## src/rtl/alu_pkg.sv

```systemverilog
// Shared definitions for the RV32I execute block.
//  - opcode / funct3 encodings
//  - alu_op_e: internal ALU operation select
//  - exec_result_t: the out_* bundle carried through the output register
// The struct is sized by PKG_XLEN / PKG_NREGS. The top-level XLEN / NREGS
// parameters must match these constants; change both together when widening.
package alu_pkg;

  localparam int PKG_XLEN  = 32;
  localparam int PKG_NREGS = 32;
  localparam int PKG_RW    = $clog2(PKG_NREGS);

  localparam logic [6:0] OPC_LOAD   = 7'b0000011;
  localparam logic [6:0] OPC_OP_IMM = 7'b0010011;
  localparam logic [6:0] OPC_AUIPC  = 7'b0010111;
  localparam logic [6:0] OPC_STORE  = 7'b0100011;
  localparam logic [6:0] OPC_OP     = 7'b0110011;
  localparam logic [6:0] OPC_LUI    = 7'b0110111;
  localparam logic [6:0] OPC_BRANCH = 7'b1100011;
  localparam logic [6:0] OPC_JALR   = 7'b1100111;
  localparam logic [6:0] OPC_JAL    = 7'b1101111;

  localparam logic [2:0] F3_ADD  = 3'b000;
  localparam logic [2:0] F3_SLL  = 3'b001;
  localparam logic [2:0] F3_SLT  = 3'b010;
  localparam logic [2:0] F3_SLTU = 3'b011;
  localparam logic [2:0] F3_XOR  = 3'b100;
  localparam logic [2:0] F3_SR   = 3'b101;
  localparam logic [2:0] F3_OR   = 3'b110;
  localparam logic [2:0] F3_AND  = 3'b111;

  localparam logic [2:0] F3_BEQ  = 3'b000;
  localparam logic [2:0] F3_BNE  = 3'b001;
  localparam logic [2:0] F3_BLT  = 3'b100;
  localparam logic [2:0] F3_BGE  = 3'b101;
  localparam logic [2:0] F3_BLTU = 3'b110;
  localparam logic [2:0] F3_BGEU = 3'b111;

  typedef enum logic [3:0] {
    ALU_ADD, ALU_SUB, ALU_SLL, ALU_SLT, ALU_SLTU,
    ALU_XOR, ALU_SRL, ALU_SRA, ALU_OR, ALU_AND
  } alu_op_e;

  typedef struct packed {
    logic [PKG_XLEN-1:0] result;
    logic [PKG_RW-1:0]   rd;
    logic                we;
    logic                mem_rd;
    logic                mem_wr;
    logic [PKG_XLEN-1:0] mem_addr;
    logic [PKG_XLEN-1:0] store_data;
    logic                branch;
    logic [PKG_XLEN-1:0] target;
    logic                illegal;
  } exec_result_t;

endpackage

```

## src/rtl/alu_core.sv

```systemverilog
// Combinational RV32I execute: resolved operands + pc + decode -> exec_result_t.
// Ports:
//  opcode, funct3, funct7_b5  decode fields (funct7_b5 selects SUB / SRA)
//  alu_src                    1 = operand B is imm
//  rd_idx                     destination, passed through
//  rs1_val, rs2_val           resolved source operands
//  imm, pc                    immediate and instruction pc
//  res                        full result bundle
module alu_core
  import alu_pkg::*;
(
  input  logic [6:0]          opcode,
  input  logic [2:0]          funct3,
  input  logic                funct7_b5,
  input  logic                alu_src,
  input  logic [PKG_RW-1:0]   rd_idx,
  input  logic [PKG_XLEN-1:0] rs1_val,
  input  logic [PKG_XLEN-1:0] rs2_val,
  input  logic [PKG_XLEN-1:0] imm,
  input  logic [PKG_XLEN-1:0] pc,
  output exec_result_t        res
);

  localparam int XLEN = PKG_XLEN;
  localparam int SHW  = $clog2(XLEN);

  logic [XLEN-1:0] b, alu_y, ea;
  logic [SHW-1:0]  shamt;
  alu_op_e         op;
  logic            br_take;

  assign b     = alu_src ? imm : rs2_val;
  assign shamt = b[SHW-1:0];
  assign ea    = rs1_val + imm;

  // SUB exists only in register-register form; SRA/SRAI share funct7[5].
  always_comb begin
    op = ALU_ADD;
    case (funct3)
      F3_ADD:  op = (opcode == OPC_OP && funct7_b5) ? ALU_SUB : ALU_ADD;
      F3_SLL:  op = ALU_SLL;
      F3_SLT:  op = ALU_SLT;
      F3_SLTU: op = ALU_SLTU;
      F3_XOR:  op = ALU_XOR;
      F3_SR:   op = funct7_b5 ? ALU_SRA : ALU_SRL;
      F3_OR:   op = ALU_OR;
      default: op = ALU_AND;
    endcase
  end

  always_comb begin
    alu_y = '0;
    case (op)
      ALU_ADD:  alu_y = rs1_val + b;
      ALU_SUB:  alu_y = rs1_val - b;
      ALU_SLL:  alu_y = rs1_val << shamt;
      ALU_SLT:  alu_y = {{(XLEN-1){1'b0}}, $signed(rs1_val) < $signed(b)};
      ALU_SLTU: alu_y = {{(XLEN-1){1'b0}}, rs1_val < b};
      ALU_XOR:  alu_y = rs1_val ^ b;
      ALU_SRL:  alu_y = rs1_val >> shamt;
      ALU_SRA:  alu_y = $unsigned($signed(rs1_val) >>> shamt);
      ALU_OR:   alu_y = rs1_val | b;
      ALU_AND:  alu_y = rs1_val & b;
      default:  alu_y = '0;
    endcase
  end

  // Branches always compare rs1 against rs2, independent of alu_src.
  always_comb begin
    br_take = 1'b0;
    case (funct3)
      F3_BEQ:  br_take = (rs1_val == rs2_val);
      F3_BNE:  br_take = (rs1_val != rs2_val);
      F3_BLT:  br_take = ($signed(rs1_val) <  $signed(rs2_val));
      F3_BGE:  br_take = ($signed(rs1_val) >= $signed(rs2_val));
      F3_BLTU: br_take = (rs1_val <  rs2_val);
      F3_BGEU: br_take = (rs1_val >= rs2_val);
      default: br_take = 1'b0;
    endcase
  end

  // Anything not decoded leaves the bundle zero apart from illegal.
  always_comb begin
    res    = '0;
    res.rd = rd_idx;
    case (opcode)
      OPC_OP, OPC_OP_IMM: begin
        res.result = alu_y;
        res.we     = 1'b1;
      end
      OPC_LOAD: begin
        if (funct3 == 3'b011 || funct3[2:1] == 2'b11) res.illegal = 1'b1;
        else begin
          res.mem_rd   = 1'b1;
          res.mem_addr = ea;
          res.we       = 1'b1;
        end
      end
      OPC_STORE: begin
        if (funct3[2] || funct3 == 3'b011) res.illegal = 1'b1;
        else begin
          res.mem_wr     = 1'b1;
          res.mem_addr   = ea;
          res.store_data = rs2_val;
        end
      end
      OPC_BRANCH: begin
        if (funct3[2:1] == 2'b01) res.illegal = 1'b1;
        else begin
          res.branch = br_take;
          res.target = pc + imm;
        end
      end
      OPC_JAL: begin
        res.branch = 1'b1;
        res.target = pc + imm;
        res.result = pc + XLEN'(4);
        res.we     = 1'b1;
      end
      OPC_JALR: begin
        if (funct3 != 3'b000) res.illegal = 1'b1;
        else begin
          res.branch = 1'b1;
          res.target = {ea[XLEN-1:1], 1'b0};
          res.result = pc + XLEN'(4);
          res.we     = 1'b1;
        end
      end
      OPC_LUI: begin
        res.result = imm << 12;
        res.we     = 1'b1;
      end
      OPC_AUIPC: begin
        res.result = pc + (imm << 12);
        res.we     = 1'b1;
      end
      default: res.illegal = 1'b1;
    endcase
  end

endmodule

```

## src/rtl/alu_regfile_pipe.sv

```systemverilog
// RV32I execute stage: register file, forwarding operand muxes, alu_core and
// one valid/ready output register. The held instruction writes back into the
// register file on the edge it retires.
// Ports:
//  clk, rst                      clock / async active-high reset
//  in_valid, in_ready            upstream handshake
//  in_opcode..in_pc              decoded instruction
//  out_valid, out_ready          downstream handshake
//  out_result..out_illegal       held result bundle
// XLEN / NREGS must equal alu_pkg::PKG_XLEN / PKG_NREGS (struct sizing).
module alu_regfile_pipe
  import alu_pkg::*;
#(
  parameter int XLEN   = 32,
  parameter int NREGS  = 32,
  parameter bit BYPASS = 1'b1
) (
  input  logic                     clk,
  input  logic                     rst,
  input  logic                     in_valid,
  output logic                     in_ready,
  input  logic [6:0]               in_opcode,
  input  logic [2:0]               in_funct3,
  input  logic [6:0]               in_funct7,
  input  logic [$clog2(NREGS)-1:0] in_rs1,
  input  logic [$clog2(NREGS)-1:0] in_rs2,
  input  logic [$clog2(NREGS)-1:0] in_rd,
  input  logic [XLEN-1:0]          in_imm,
  input  logic                     in_alu_src,
  input  logic [XLEN-1:0]          in_pc,
  output logic                     out_valid,
  input  logic                     out_ready,
  output logic [XLEN-1:0]          out_result,
  output logic [$clog2(NREGS)-1:0] out_rd,
  output logic                     out_we,
  output logic                     out_mem_rd,
  output logic                     out_mem_wr,
  output logic [XLEN-1:0]          out_mem_addr,
  output logic [XLEN-1:0]          out_store_data,
  output logic                     out_branch,
  output logic [XLEN-1:0]          out_target,
  output logic                     out_illegal
);

  logic [NREGS-1:0][XLEN-1:0] rf;
  exec_result_t               res, out_q;
  logic                       out_valid_q;
  logic                       accept, retire, raw;
  logic                       fwd1, fwd2;
  logic [XLEN-1:0]            rs1_val, rs2_val;
  logic                       unused_funct7;

  // Only funct7[5] carries meaning for the supported subset.
  assign unused_funct7 = ^{in_funct7[6], in_funct7[4:0]};

  assign accept = in_valid & in_ready;
  assign retire = out_valid_q & out_ready;

  // Held result that a source would need; rd=0 never counts.
  assign raw = out_valid_q && out_q.we && out_q.rd != '0 &&
               (out_q.rd == in_rs1 || out_q.rd == in_rs2);

  // Without forwarding, wait until the producer has retired into rf.
  assign in_ready = (!out_valid_q || out_ready) && (BYPASS || !raw);

  assign fwd1 = BYPASS && out_valid_q && out_q.we && out_q.rd == in_rs1;
  assign fwd2 = BYPASS && out_valid_q && out_q.we && out_q.rd == in_rs2;

  assign rs1_val = (in_rs1 == '0) ? '0 : fwd1 ? out_q.result : rf[in_rs1];
  assign rs2_val = (in_rs2 == '0) ? '0 : fwd2 ? out_q.result : rf[in_rs2];

  alu_core u_alu (
    .opcode    (in_opcode),
    .funct3    (in_funct3),
    .funct7_b5 (in_funct7[5]),
    .alu_src   (in_alu_src),
    .rd_idx    (in_rd),
    .rs1_val   (rs1_val),
    .rs2_val   (rs2_val),
    .imm       (in_imm),
    .pc        (in_pc),
    .res       (res)
  );

  // Retire write-back and accept can share an edge: the new instruction read
  // its operands through the forward path, so both updates are consistent.
  always_ff @(posedge clk or posedge rst) begin
    if (rst) begin
      out_valid_q <= 1'b0;
      out_q       <= '0;
      rf          <= '0;
    end else begin
      if (retire && out_q.we && out_q.rd != '0)
        rf[out_q.rd] <= out_q.result;
      if (accept) begin
        out_valid_q <= 1'b1;
        out_q       <= res;
      end else if (retire) begin
        out_valid_q <= 1'b0;
        out_q       <= '0;
      end
    end
  end

  assign out_valid      = out_valid_q;
  assign out_result     = out_q.result;
  assign out_rd         = out_q.rd;
  assign out_we         = out_q.we;
  assign out_mem_rd     = out_q.mem_rd;
  assign out_mem_wr     = out_q.mem_wr;
  assign out_mem_addr   = out_q.mem_addr;
  assign out_store_data = out_q.store_data;
  assign out_branch     = out_q.branch;
  assign out_target     = out_q.target;
  assign out_illegal    = out_q.illegal;

endmodule

```

## config.mk

```make
export PLATFORM = sky130hd
export DESIGN_NAME = alu_regfile_pipe
export DESIGN_NICKNAME = d
export VERILOG_FILES = /design/src/rtl/alu_pkg.sv /design/src/rtl/alu_core.sv /design/src/rtl/alu_regfile_pipe.sv
export SDC_FILE = /design/constraint.sdc
export NUM_CORES = 2
export LEC_CHECK = 0
export CAP_MARGIN = 20
export CORE_MARGIN = 4
export CORE_UTILIZATION = 40
export CTS_CLUSTER_DIAMETER = 100
export CTS_CLUSTER_SIZE = 30
export DETAILED_ROUTE_END_ITERATION = 7
export SYNTH_ARGS = -nofsm -noshare
export SYNTH_HDL_FRONTEND = slang
export SYNTH_SLANG_ARGS = --single-unit
```

## constraint.sdc

```tcl
create_clock -name clk -period 65.5 [get_ports clk]
set_input_delay 19.65 -clock clk [delete_from_list [all_inputs] [get_ports clk]]
set_output_delay 19.65 -clock clk [all_outputs]
set_load 0.02 [all_outputs]
```

==> metrics.md <==
| Metric | Value |
|---|---|
| Status | finished, final reports clean |
| Total power | ~1.4 mW |
| Min Tclk post-route | 40850 ps |
| Most frequent CP cell | clkdlybuf4s50_1 |
| Max-Cap Viols | 0 |
| Worst-path maximum fanout | 5 |
| Avg Cell Area, Syn | around 12 um2 |
| Core Rows | around 160 |
| Cells after DPL | 8829 |
| Grt total ovfl | 0 |
| Internal power | approximately 0.96 mW |
| Flops & latches, synth | 1163 |
| Pre-antenna DRT Iters | 8 |
| Sw frac | around a third |
| Area leader, netlist | dfrtp_1 |
| Post-synthesis cell count | between 6000 and 7000 |
| Reg power frac | 51.6% |
| R2R Path Start | out_rd[4] |
| Starting Density | roughly two fifths |
| Max_slew headroom | between 10% and 20% |
| Maximum VDD drop | 0.0247 mV |
| Drt total wl | roughly 300000 um |
| Final ANT Viol Nets | 0 |
| Design area | about 82000 um2 |
| Clk pin slew, worst setup/hold paths | 110 ps |
| R2r setup slk | between 50000 and 60000 ps |
| Count of cell types in the netlist | 97 |
| Netlist Area Pre-Place | approximately 75000 um2 |
| Die Footprint | around 200000 um2 |
| Via-to-Cell Ratio | between 6 and 7 |
| Hold WC Path Type | reg -> reg |
| Non-filler cells, final | 8913 |
| Post-synth EDFFs | 0 |
| Worst skew pair latency | about 770 ps |
| WL/cell | ~34 um |
| CP Data Required Time | 45850 ps |
| HP Start | rf[22] |
| Leakage | roughly 37 nW |
| Critical Path, Cell by Cell | clkdlybuf4s50_1 -> nand2b_1 -> clkdlybuf4s50_1 |
| # hold bufs at CTS | 0 |
| Die H | ~440 um |
| Post-DP HPWL | a little over 200000 um |
| GRT Total Usage | 30.0% |
| P&R area growth vs syn | 8.52% |
| Placed Area | 80100 um2 |
| Antenna violations before repair | 13 |
| Max Buffers Root-to-Sink | 3 |
| CTS Sinks | roughly 1200 |
| Primary FF master, synth | dfrtp_1 |
| Fin crit share | around 62% |
| Vias in the first global route | slightly below 60000 |
| Final hold violations | 0 |
| Syn nets | around 6800 |
| Fin worst setup slack | 24650 ps |
| Hold path endpoint | rf[22] |
| Dpl ws | 24650 ps |
| Post-CTS sizing | 0 |
| Residual DRC count | 0 |
| Largest net degree at the start of global routing | 185 |
| DRT iter0 DRCs | approximately 6700 |
| Fmax | ~24 MHz |
| Crit end category | primary output |
| Synth top cells by count | dfrtp_1 (1163), mux2_2 (1005), nand2_1 (486), mux4_2 (439), clkbuf_1 (413) |
| Worst EP arrival | roughly 21000 ps |
| First-pass GRT wire length | about 430000 um |
| Via count | between 50000 and 60000 |
| RSZ-0062 raised after global routing | no |
| # H-tree levels | 2 |
| Async set-or-reset flop fraction in the synthesized netlist | 100% |
| Final GP Congestion | ~1.0 |
| Comb pwr share | 18.0% |
| Share of the synthesized area in the top cell type | around two fifths |
| Most frequent cell after synthesis | dfrtp_1 |
| Sw Pwr | 0.438 mW |
| Max Slew Vio Count | 0 |
| Setup_tns | 0 ps |
| IO Pins | approximately 240 |
| CP max stage cell | clkdlybuf4s50_1 |
| DIE WIDTH | 442 um |
| Share of cells above drive strength 1 | roughly 29% |
| Nets | ~6700 |
| Top post-synthesis cells by area | dfrtp_1 (39%), mux2_2 (15%), mux4_2 (13%), mux2i_1 (4.5%), ha_1 (3.5%) |
| Worst reg2reg path depth | 17 |
| Pwr/cell area | approximately 17 nW/um2 |
| Setup Viol. Count Final | 0 |
| Core area | between 150000 and 200000 um2 |
| Clock network fraction of total power | slightly above 30% |
| Worst-margin pin slew | approximately 1200 ps |
| Sequential share of the synthesized area | between 30% and 40% |
| Clk root buf | clkbuf_16 |
| Crit Path Category | in -> out |
| CTS buffer count | 52 |
| Clock Skew | just over 80 ps |
| Hold path cells | 0 |
| Worst R2R End | out_result[23] |
| Synthesis Warnings | 0 |
| Startpoint type of the worst setup path | input pin |
| PortBufs | ~230 |
| Postcts setup bufs | 0 |
| CTS tree | built |
| Crit-path max cell delay | roughly 690 ps |
worst max-delay path by stage:
stage                          from    endpoint  slack (ps)  cells after the start
after floorplan                 rst  out_branch       13090                      1
after global placement    out_ready    in_ready       24670                      3
after detailed placement  out_ready    in_ready       24650                      3
after CTS                 out_ready    in_ready       24650                      3
after global routing      out_ready    in_ready       24580                      3
final                     out_ready    in_ready       24650                      3
power by group through the flow:
stage / Sequential [mW] / Combinational, mW / Clock, mW
finish: 0.720 / 0.251 / 0.424
global route: 0.720 / 0.265 / 0.454
CTS: 0.720 / 0.246 / 0.433
detailed placement: 0.734 / 0.245 / 0
global placement: 0.734 / 0.245 / 0
floorplan: 0.735 / 0.155 / 0
registers in the layout, indices dropped and copies added, names as in the netlist, 5 cells and up:
name	cells
rf	1024
out_mem_addr	32
out_result	32
out_store_data	32
out_target	32
out_rd	5
cells in the final DEF, fill, tap and decap left out, types with 42 or more instances in the layout:
| master | instances |
|---|---|
| a211oi_1 | 47 |
| a21o_1 | 71 |
| a21oi_1 | 214 |
| a22o_1 | 61 |
| a22oi_1 | 96 |
| buf_4 | 211 |
| clkbuf_16 | 52 |
| clkdlybuf4s50_1 | 221 |
| dfrtp_1 | 1162 |
| ha_1 | 213 |
| inv_1 | 109 |
| mux2_2 | 1005 |
| mux2i_1 | 339 |
| mux4_2 | 439 |
| nand2_1 | 471 |
| nand3_1 | 68 |
| nand4_1 | 66 |
| nor2_1 | 221 |
| nor3_1 | 58 |
| o211ai_1 | 65 |
| o21ai_0 | 302 |
| o22a_1 | 42 |
| xnor2_1 | 70 |
| xor2_1 | 48 |
worst max-delay path, delay by kind of cell:
kind	cells	cell delay (ps)
buf+inv	2	1320
simple gates	1	220
stage by stage:
step | util [%] | hold slack [ps]
floorplan | - | 438
global placement | 42.7 | 376
detailed placement | 42.7 | 384
CTS | 43.6 | 410
global route | 43.6 | 420
finish | 43.6 | 408
metal layers:
| layer | wire length [um] | track usage (%) |
|---|---|---|
| met1 | 120000 | 39.3 |
| met2 | 140000 | 48.3 |
| met3 | 25900 | 5.50 |
| met4 | 16800 | 13.9 |
| met5 | 25 | 0 |
logic make-up (layout without fill, tap and decap cells):
kind of cell               after synthesis  after routing  synth area share, %
AOI/OAI and AO/OA                     1306           1306                 11.9
xor gates and xnor gates               118            118                 1.37
adders and majority gates              220            220                 3.69
buffers and inverters                  721            646                 4.14
DFF                                   1163           1163                 38.6
muxes                                 1799           1799                 33.1
other                                    0              7                    0
and+or+nand+nor                       1159           1159                 7.17
final cells by class:
type	instances	area [um2]
Multi-Input combinational cell	4602	43400
Clock inverter	21	363
Inverter	120	460
Fill cell	17400	106000
Clock buffer	54	1310
Timing Repair Buffer	451	4050
Antenna cell	7	17.5
Sequential cell	1163	29100
Tap cell	2495	3120
(Power assumes the default switching activity.)
